$ cat config.mk
export PLATFORM = sky130hd
export DESIGN_NAME = seven_seg_scan_ctrl_flat
export DESIGN_NICKNAME = d
export VERILOG_FILES = /design/src/rtl/seven_seg_scan_ctrl_pkg.sv /design/src/rtl/seven_seg_scan_ctrl_if.sv /design/src/rtl/seven_seg_prescaler.sv /design/src/rtl/seven_seg_scan_ctrl.sv /design/src/flat_wrapper.sv
export SDC_FILE = /design/constraint.sdc
export NUM_CORES = 1
export LEC_CHECK = 0
export ABC_AREA = 1
export ABC_CLOCK_PERIOD_IN_PS = 7200
export BUFFER_PORTS_ARGS = -buffer_cell sky130_fd_sc_hd__buf_4
export CELL_PAD_IN_SITES_DETAIL_PLACEMENT = 0
export CELL_PAD_IN_SITES_GLOBAL_PLACEMENT = 1
export CORE_AREA = 3 3 98 100
export CTS_CLUSTER_SIZE = 14
export DETAILED_ROUTE_END_ITERATION = 6
export DIE_AREA = 0 0 101 103
export PLACE_DENSITY_LB_ADDON = 0.05
export SYNTH_ARGS = -nofsm -noshare
export SYNTH_HDL_FRONTEND = slang
export SYNTH_HIERARCHICAL = 1
export SYNTH_SLANG_ARGS = --single-unit
$ cat constraint.sdc
create_clock -name clk -period 7.2 [get_ports clk]
set_clock_uncertainty 0.2 [all_clocks]
set_input_delay 0.36 -clock clk [delete_from_list [all_inputs] [get_ports clk]]
set_output_delay 0.36 -clock clk [all_outputs]
set_load 0.01 [all_outputs]
$ cat src/rtl/seven_seg_scan_ctrl_pkg.sv
// Shared state encoding, pattern codes and sizing helpers for the seven-segment scan controller.
package seven_seg_pkg;

  typedef enum logic [1:0] {
    ST_IDLE  = 2'd0,
    ST_BLANK = 2'd1,
    ST_SCAN  = 2'd2
  } scan_state_t;

  localparam logic [1:0] PAT_NORMAL = 2'd0;
  localparam int         NIB_W      = 4;

  // Down-counter width able to hold max_count-1; never narrower than one bit.
  function automatic int presc_width(input int max_count);
    return ($clog2(max_count) < 1) ? 1 : $clog2(max_count);
  endfunction

endpackage

$ cat src/rtl/seven_seg_scan_ctrl_if.sv
// Host-side scan enable and display-word load handshake (load/ready) for the scan controller.
interface seven_seg_scan_ctrl_if #(
  parameter int NUM_DIGITS = 4
);
  import seven_seg_pkg::*;

  logic                        en;
  logic                        load;
  logic                        ready;
  logic [NIB_W*NUM_DIGITS-1:0] value;
  logic [1:0]                  pattern;

  modport master (output en, load, value, pattern, input ready);
  modport slave  (input en, load, value, pattern, output ready);

endinterface

$ cat src/rtl/seven_seg_prescaler.sv
// Loadable down-counter; tc is high while the count rests at zero, so reloading on tc
// yields a tick every load_val+1 cycles. clr forces the count to zero.
module seven_seg_prescaler #(
  parameter int W = 2
) (
  input  logic         clk,
  input  logic         rst_n,
  input  logic         clr,
  input  logic         load,
  input  logic [W-1:0] load_val,
  output logic         tc
);

  logic [W-1:0] cnt_q;

  always_ff @(posedge clk or negedge rst_n) begin
    if (!rst_n)              cnt_q <= '0;
    else if (clr)            cnt_q <= '0;
    else if (load)           cnt_q <= load_val;
    else if (cnt_q != '0)    cnt_q <= cnt_q - W'(1);
  end

  assign tc = (cnt_q == '0);

endmodule

$ cat src/rtl/seven_seg_scan_ctrl.sv
// Multiplexed N-digit scan with blanking dead time and a double-buffered display word.
// Optional leading-zero suppression of digit selects under `SEVEN_SEG_LZ_BLANK_EN.
module seven_seg_scan_ctrl
  import seven_seg_pkg::*;
#(
  parameter int NUM_DIGITS   = 4,
  parameter int REFRESH_DIV  = 1000,
  parameter int BLANK_CYCLES = 8
) (
  input  logic                  clk,
  input  logic                  rst_n,
  seven_seg_scan_ctrl_if.slave  host,
  output logic [NIB_W-1:0]      dec_digit,
  output logic [1:0]            dec_pattern,
  output logic [NUM_DIGITS-1:0] digit_sel,
  output logic                  frame_done
);

  localparam int W_VAL = NIB_W * NUM_DIGITS;
  localparam int IDX_W = $clog2(NUM_DIGITS);
  localparam int PW    = presc_width((REFRESH_DIV > BLANK_CYCLES) ? REFRESH_DIV : BLANK_CYCLES);
  localparam logic [PW-1:0]    SCAN_LOAD  = PW'(REFRESH_DIV - 1);
  localparam logic [PW-1:0]    BLANK_LOAD = PW'(BLANK_CYCLES - 1);
  localparam logic [IDX_W-1:0] LAST_IDX   = IDX_W'(NUM_DIGITS - 1);

  scan_state_t           state_q, state_nxt;
  logic [IDX_W-1:0]      idx_q, idx_nxt;
  logic [NUM_DIGITS-1:0] sel_q, sel_nxt, onehot, lz_sup;
  logic [NIB_W-1:0]      dig_q, dig_nxt, nib;
  logic [1:0]            pat_q, pat_nxt;
  logic                  fd_q, fd_nxt;
  logic [W_VAL-1:0]      act_val_q, act_val_nxt, pend_val_q;
  logic [1:0]            act_pat_q, act_pat_nxt, pend_pat_q;
  logic                  pend_vld_q, ready_q;
  logic                  commit, enter_blank;
  logic                  pre_clr, pre_load, pre_tc;
  logic [PW-1:0]         pre_val;

  seven_seg_prescaler #(.W(PW)) u_presc (
    .clk      (clk),
    .rst_n    (rst_n),
    .clr      (pre_clr),
    .load     (pre_load),
    .load_val (pre_val),
    .tc       (pre_tc)
  );

  always_comb begin
    onehot = '0;
    for (int i = 0; i < NUM_DIGITS; i++) onehot[i] = (idx_q == IDX_W'(i));
  end

`ifdef SEVEN_SEG_LZ_BLANK_EN
  logic zero_above;
  // Walk down from the most significant digit; digit 0 is never suppressed.
  always_comb begin
    lz_sup     = '0;
    zero_above = 1'b1;
    for (int i = NUM_DIGITS - 1; i >= 1; i--) begin
      zero_above = zero_above & (act_val_q[i*NIB_W +: NIB_W] == '0);
      lz_sup[i]  = zero_above & (act_pat_q == PAT_NORMAL);
    end
  end
`else
  assign lz_sup = '0;
`endif

  always_comb begin
    state_nxt   = state_q;
    idx_nxt     = idx_q;
    sel_nxt     = sel_q;
    fd_nxt      = 1'b0;
    commit      = 1'b0;
    enter_blank = 1'b0;
    pre_clr     = 1'b0;
    pre_load    = 1'b0;
    pre_val     = SCAN_LOAD;
    if (state_q == ST_IDLE) commit = pend_vld_q;
    if (!host.en) begin
      state_nxt = ST_IDLE;
      idx_nxt   = '0;
      sel_nxt   = '0;
      pre_clr   = 1'b1;
    end else begin
      case (state_q)
        ST_IDLE: begin
          state_nxt   = ST_BLANK;
          idx_nxt     = '0;
          enter_blank = 1'b1;
        end
        ST_BLANK: if (pre_tc) begin
          state_nxt = ST_SCAN;
          pre_load  = 1'b1;
          sel_nxt   = onehot & ~lz_sup;
        end
        ST_SCAN: if (pre_tc) begin
          state_nxt   = ST_BLANK;
          sel_nxt     = '0;
          enter_blank = 1'b1;
          if (idx_q == LAST_IDX) begin
            idx_nxt = '0;
            fd_nxt  = 1'b1;
            commit  = pend_vld_q;
          end else begin
            idx_nxt = idx_q + IDX_W'(1);
          end
        end
        default: state_nxt = ST_IDLE;
      endcase
    end
    if (enter_blank) begin
      pre_load = 1'b1;
      pre_val  = BLANK_LOAD;
    end
  end

  assign act_val_nxt = commit ? pend_val_q : act_val_q;
  assign act_pat_nxt = commit ? pend_pat_q : act_pat_q;

  // Decoder inputs follow the word that will be active, so a frame-boundary commit shows at once.
  always_comb begin
    nib = '0;
    for (int i = 0; i < NUM_DIGITS; i++)
      if (idx_nxt == IDX_W'(i)) nib = act_val_nxt[i*NIB_W +: NIB_W];
    dig_nxt = dig_q;
    pat_nxt = pat_q;
    if (enter_blank) begin
      dig_nxt = nib;
      pat_nxt = act_pat_nxt;
    end
  end

  always_ff @(posedge clk or negedge rst_n) begin
    if (!rst_n) begin
      state_q <= ST_IDLE;
      idx_q   <= '0;
      sel_q   <= '0;
      dig_q   <= '0;
      pat_q   <= '0;
      fd_q    <= 1'b0;
    end else begin
      state_q <= state_nxt;
      idx_q   <= idx_nxt;
      sel_q   <= sel_nxt;
      dig_q   <= dig_nxt;
      pat_q   <= pat_nxt;
      fd_q    <= fd_nxt;
    end
  end

  always_ff @(posedge clk or negedge rst_n) begin
    if (!rst_n) begin
      pend_val_q <= '0;
      pend_pat_q <= '0;
      pend_vld_q <= 1'b0;
      ready_q    <= 1'b1;
      act_val_q  <= '0;
      act_pat_q  <= '0;
    end else begin
      if (host.load && ready_q) begin
        pend_val_q <= host.value;
        pend_pat_q <= host.pattern;
        pend_vld_q <= 1'b1;
        ready_q    <= 1'b0;
      end else if (commit) begin
        pend_vld_q <= 1'b0;
        ready_q    <= 1'b1;
      end
      if (commit) begin
        act_val_q <= pend_val_q;
        act_pat_q <= pend_pat_q;
      end
    end
  end

  assign host.ready  = ready_q;
  assign digit_sel   = sel_q;
  assign dec_digit   = dig_q;
  assign dec_pattern = pat_q;
  assign frame_done  = fd_q;

endmodule

$ cat src/flat_wrapper.sv
// flat-port wrapper written by rule: the top's interface ports become plain ports
module seven_seg_scan_ctrl_flat import seven_seg_pkg::*;
#(
  parameter int NUM_DIGITS   = 4,
  parameter int REFRESH_DIV  = 1000,
  parameter int BLANK_CYCLES = 8
)
  (clk, rst_n, dec_digit, dec_pattern, digit_sel, frame_done, host_en, host_load, host_value, host_pattern, host_ready);
  seven_seg_scan_ctrl_if #(.NUM_DIGITS(NUM_DIGITS)) host_i ();
  input  logic clk;
  input  logic rst_n;
  output logic [NIB_W-1:0] dec_digit;
  output logic [1:0] dec_pattern;
  output logic [NUM_DIGITS-1:0] digit_sel;
  output logic frame_done;
  input wire logic [$bits(host_i.en)-1:0] host_en;
  input wire logic [$bits(host_i.load)-1:0] host_load;
  input wire logic [$bits(host_i.value)-1:0] host_value;
  input wire logic [$bits(host_i.pattern)-1:0] host_pattern;
  output wire logic [$bits(host_i.ready)-1:0] host_ready;
  assign host_i.en = host_en;
  assign host_i.load = host_load;
  assign host_i.value = host_value;
  assign host_i.pattern = host_pattern;
  assign host_ready = host_i.ready;
  seven_seg_scan_ctrl #(.NUM_DIGITS(NUM_DIGITS), .REFRESH_DIV(REFRESH_DIV), .BLANK_CYCLES(BLANK_CYCLES)) u_core (.clk(clk), .rst_n(rst_n), .host(host_i), .dec_digit(dec_digit), .dec_pattern(dec_pattern), .digit_sel(digit_sel), .frame_done(frame_done));
endmodule
Yosys cells after proc, flatten, opt, wreduce, memory -nomap -nowiden
Cells that the tools add are included.
{"block": "word_totals", "wordCells": 77, "inputBits": 22, "ff_bits": 63, "out_inout_bits": 12}
{"block": "op_classes", "n_addsub": 2, "n_reduce_logical": 9, "n_eq_ne": 12, "muxes": 41}
{"cell": "$mux W10", "count": 4}
{"cell": "$mux W4", "count": 7}
{"cell": "$mux W1", "count": 18}
{"cell": "$mux W16", "count": 1}
{"cell": "$mux W2", "count": 7}
{"cell": "$eq A2 B2 Y1 const B", "count": 5}
{"cell": "$logic_not A10 Y1", "count": 1}
{"cell": "$reduce_bool A10 Y1", "count": 1}
{"cell": "$sub A10 B1 Y10 const B", "count": 1}
{"cell": "$pmux W4 S2", "count": 1}
{"cell": "$eq A2 B1 Y1 const B", "count": 3}
{"cell": "$logic_not A2 Y1", "count": 3}
{"cell": "$ne A3 B1 Y1 const B", "count": 2}
{"cell": "$ne A3 B2 Y1 const B", "count": 2}
{"cell": "$pmux W2 S3", "count": 1}
{"cell": "$pmux W2 S2", "count": 1}
{"cell": "$reduce_and A3 Y1", "count": 1}
{"cell": "$add A2 B1 Y2 const B", "count": 1}
{"cell": "$pmux W1 S2", "count": 1}
{"cell": "$reduce_and A2 Y1", "count": 1}
{"cell": "$reduce_bool A2 Y1", "count": 1}
{"cell": "$logic_and A1 B1 Y1", "count": 1}

Longest topological paths before layout
{"block": "depth", "word_depth": 11, "ltp_mapped": 18, "depth_no_buf": 16}

Cells and area by module
The synthesis kept the hierarchy.
{"mod": "seven_seg_scan_ctrl", "seq_area_each_um2": 1327.5, "area_each_um2": 2388.5, "instances": 1, "cells_each": 248}
{"mod": "seven_seg_prescaler", "seq_area_each_um2": 250.2, "area_each_um2": 698.2, "instances": 1, "cells_each": 105}

Worst setup path after synthesis
No wires, ideal clock.
{"block": "synth_path", "path_type": "register -> register", "startpoint": "register u_core.u_presc.cnt_q[0]", "endpoint": "register u_core.u_presc.cnt_q[9]", "setup_ns": 0.116, "synth_period_minus_slack_ns": 2.685, "slack_ns": 4.515, "stages_incl_launch_ff": 18, "n_path_buf": 3, "t_arrival_ns": 2.369, "required_time_ns": 6.884, "path_cell_list": "dfrtp_1 > inv_1 > ha_1 > nand2_1 > nor2_1 > nand2_1 > nor3_1 > buf_4 > o21ai_1 > nor2_1 > buf_2 > inv_1 > nand2_1 > inv_1 > buf_2 > or2_2 > nand3_1 > nor2_2"}
{"block": "synth_via", "elab_chain_len": 7, "elab_cells_between_ends": 14, "classes_between": "add/sub: 1; eq/ne: 1; mux: 10; reduce/logical: 2"}
{"element": "from (decl)", "line_no": "seven_seg_prescaler.sv:14", "text": "logic [W-1:0] cnt_q;"}
{"element": "from (signal assigned)", "line_no": "seven_seg_prescaler.sv:19", "text": "else if (load) cnt_q <= load_val;"}
{"element": "from (signal assigned)", "line_no": "seven_seg_prescaler.sv:20", "text": "else if (cnt_q != '0) cnt_q <= cnt_q - W'(1);"}
{"element": "$logic_not A10 Y1 *", "line_no": "seven_seg_prescaler.sv:23", "text": "assign tc = (cnt_q == '0);"}
{"element": "net u_core.pre_tc", "line_no": "seven_seg_scan_ctrl.sv:36", "text": "logic pre_clr, pre_load, pre_tc;"}
{"element": "$mux W1 *", "line_no": "seven_seg_scan_ctrl.sv:91, seven_seg_scan_ctrl.sv:96"}
{"element": "$pmux W1 S2 / $mux W1 (equally long branches)", "line_no": "seven_seg_scan_ctrl.sv:85", "text": "case (state_q)"}
{"element": "$mux W1", "line_no": "seven_seg_scan_ctrl.sv:79", "text": "if (!host.en) begin"}
{"element": "$mux W1 *", "line_no": "seven_seg_scan_ctrl.sv:111", "text": "if (enter_blank) begin"}
{"element": "net u_core.pre_load", "line_no": "seven_seg_scan_ctrl.sv:36"}
{"element": "$mux W10", "line_no": "seven_seg_prescaler.sv:19"}
{"element": "$mux W10", "line_no": "seven_seg_prescaler.sv:18", "text": "else if (clr) cnt_q <= '0;"}
Mark *: on every way through the listed nets, which the timed path passes. The rest lies on a longest branch. The select of a mux whose other input is x is not followed.
A chain may end at the register's enable or synchronous reset.

Worst setup path in the final report
Ends and elaborated chain as after synthesis.

==> impl_metrics.csv <==
group,metric,value,unit
pwr,pwr_density_cell,395.6,nW/um2
pwr,finalPower,1.449,mW
setup_path,worst-path-buf-inv,4,
timing,whs,0.04451,ns
timing,fin_crit,3.630,ns
yosys,synth_top_area_share,50.26,%
final_layout,area_delta_synth_final,18.69,%
setup_path,cp_slowest_cell,"nor2_1",
placed_design,io_buffers,33,
timing,min_period_over_period,50.41,%
global_routing,grt_max_degree,64,
setup_path,max_stage_delay,0.47,ns
die,num_io_pins,34,
clock_tree,clock-sinks,63,
route,vias_per_cell,4.530,
clock_tree,tritoncts,"built",
clock_tree,cts_made_buffers,9,
final_layout,diodes,0,
timing,rsz0062_at_grt,"false",
yosys,synthArstFlopShare,100.0,%
global_routing,antenna_found_initial,0,
yosys,synth_area_leaders,"dfrtp_1 50%, nand2_1 12%, mux2_2 6.6%, nor2_1 5.0%, nand3_1 4.7%",
yosys,synth_seq_area_share,51.11,%
route,drt_wl_total,6347,um
timing,worstMarginPinSlew,0.8462,ns
setup_path,cp.required,7.22,ns
yosys,ys_warn_count,6,
timing,finalHoldViolCount,0,
outcome,status,"finished, final reports clean",
clock_tree,htree_levels,3,
route,ant_nets,0,
route,wl_per_cell,12.54,um
yosys,syn_area_per_cell,8.744,um2
die,die_area,10400,um2
clock_tree,cts_buffer_depth,2,
timing,max_freq,275.5,MHz
setup_path,critPathLaunchType,"register",
placed_design,dpl_cell_area,3420,um2
yosys,syn-cell-area,3087,um2
yosys,synth_top_area_cell,"dfrtp_1",
setup_path,crit_path_end_kind,"register",
setup_path,critPathArrivalTime,3.65,ns
timing,maxSlewHeadroom,43.45,%
hold_path,hold_class,"input port to register",
yosys,synth_seq_cells,63,
final_layout,design_area,3664,um2
clock_tree,post_cts_resized,0,
route,drt_pass1_iterations,4,
clock_tree,cts.clk_slew.worst_paths,0.08,ns
yosys,synth.distinct_cells,31,
global_routing,grt_pass1_wl,11060,um
route,vias,2292,
final_layout,layout.cells.most_common,"nand2_1",
global_routing,grt_overflow,0,
placed_design,gp_congestion,0.7432,
flow_run,maxCapViolations,0,
final_layout,drive_gt1_share,26.13,%
yosys,synthCells,353,
die,die_w,101,um
final_layout,nets,420,
setup_path,crit_type,"register to register",
die,core-area,8763,um2
setup_path,path_delay_family,"simple AND/OR/NAND/NOR gates",
placed_design,dp_hpwl,4432,um
yosys,synth_edf_count,0,
timing,maxSlewViolCount,0,
die,row_count,34,
timing,fin_setup_tns,0,ns
setup_path,crit_chain,"inv_1, ha_1, nand2_1, nor2_1, nand2_1, nor3_1, buf_4, o21ai_1, nor2_1, inv_1, nand2_1, inv_1, or2_2, nand3_1, nor2_2",
route,initialDrtViolationCount,89,
final_layout,layout_common_cells,"96 x nand2_1, 62 x dfrtp_1, 41 x nor2_1, 34 x buf_4, 29 x nand3_1",
global_routing,grt_pass1_vias,2287,
setup_path,cp_max_fo,11,
pwr,leakage,1.810,nW
timing,setup_viol,0,
yosys,synth-main-ff-cell,"dfrtp_1",
die,initial_core_util,35.22,%
die,die_h,103,um
global_routing,grt_usage,13.59,%
pwr,max-vdd-ir-drop,138.5,uV
route,route.detailed.drc,0,
clock_tree,clkLatencyLatePin,0.34,ns
clock_tree,root_buffer,"clkbuf_8",
==> final timing paths <==
path | from | endpoint | slack (ns) | depth (start not counted)
setup / recovery | u_core/u_presc/cnt_q[0] | u_core/u_presc/cnt_q[9] | 3.57 | 15
hold / removal | host_value[2] | u_core/pend_val_q[2] | 0.04 | 2
setup reg to reg | u_core/u_presc/cnt_q[0] | u_core/u_presc/cnt_q[9] | 3.57 | 15
hold reg to reg | u_core/act_val_q[3] | u_core/act_val_q[3] | 0.28 | 2
max in group asynchronous | rst_n | u_core/u_presc/cnt_q[6] | 5.80 | 2
min in group asynchronous | rst_n | u_core/digit_sel[1] | 0.44 | 2
==> cells in the mapped netlist, types with 3 or more instances <==
| cell | number |
|---|---|
| mux2_2 | 18 |
| dfrtp_1 | 62 |
| nand3_1 | 29 |
| o21ai_1 | 5 |
| buf_2 | 3 |
| or2_2 | 8 |
| o21ai_0 | 10 |
| ha_1 | 5 |
| nand2_2 | 13 |
| a21oi_1 | 6 |
| inv_1 | 28 |
| nand2_1 | 96 |
| nor2_1 | 41 |
| nor2_2 | 5 |
| nand3_2 | 3 |
==> cells by family (layout without fill, tap and decap cells) <==
logic type	count (synthesis)	in the layout	share of synthesized area, %
DFF	63	63	51.11
and+or+nand+nor	202	202	30.00
other	2	5	0.2433
muxes	18	18	6.567
AOI/OAI and AO/OA	24	24	4.094
buffers and inverters	39	81	5.958
adders and majority gates	5	5	2.027
==> repair_timing <==
item,CTS,global route
endpoints found under the hold margin,62,0
buffers inserted,0,0
hold buffers,1,0
==> stage by stage <==
stage	worst slack [ns]	std cells	utilization (%)
after floorplan	4.515	356	-
after CTS	3.491	506	41.80
after global placement	3.586	489	39.02
after global routing	3.079	506	41.80
after detailed placement	3.525	489	39.02
final	3.570	506	41.80
==> flip-flops by register name (all words and copies together) (netlist names) <==
register,flops
u_core/host.ready,1
u_core/pend_pat_q,2
u_core/u_presc/cnt_q,10
u_core/act_val_q,16
u_core/act_pat_q,2
u_core/digit_sel,4
u_core/frame_done,1
u_core/dec_digit,4
u_core/dec_pattern,2
u_core/pend_val_q,16
u_core/state_q,2
u_core/pend_vld_q,1
u_core/idx_q,2
==> worst reg2reg max path, stage by stage (launching register included) <==
cell and delay [ns]:
dfrtp_1 0.38, inv_1 0.11, ha_1 0.24, nand2_1 0.09, nor2_1 0.20, nand2_1 0.10
nor3_1 0.14, buf_4 0.20, o21ai_1 0.11, nor2_1 0.47, inv_1 0.26, nand2_1 0.33
inv_1 0.24, or2_2 0.32, nand3_1 0.09, nor2_2 0.04
==> final cells by class <==
cell class	count	area (um2)
Inverter	30	115.1
Timing Repair Buffer	35	265.3
Clock buffer	13	168.9
Fill cell	915	5100
Multi-Input combinational cell	254	1336
Sequential cell	63	1578
Clock inverter	3	65.06
Tap cell	108	135.1
==> metal layers <==
layer | part of all wire, % | track usage (%)
met1 | 50 | 18.57
met2 | 45 | 20.91
met3 | 3.7 | 3.112
met4 | 1.4 | 5.521
met5 | 0 | 0
==> power by group <==
group	switching (mW)	internal, mW	leakage, nW
sequential	0.0786	0.503	0.780
combinational	0.297	0.212	0.910
clock	0.136	0.223	0.120
Note: power is estimated with default switching activity, not from simulation.
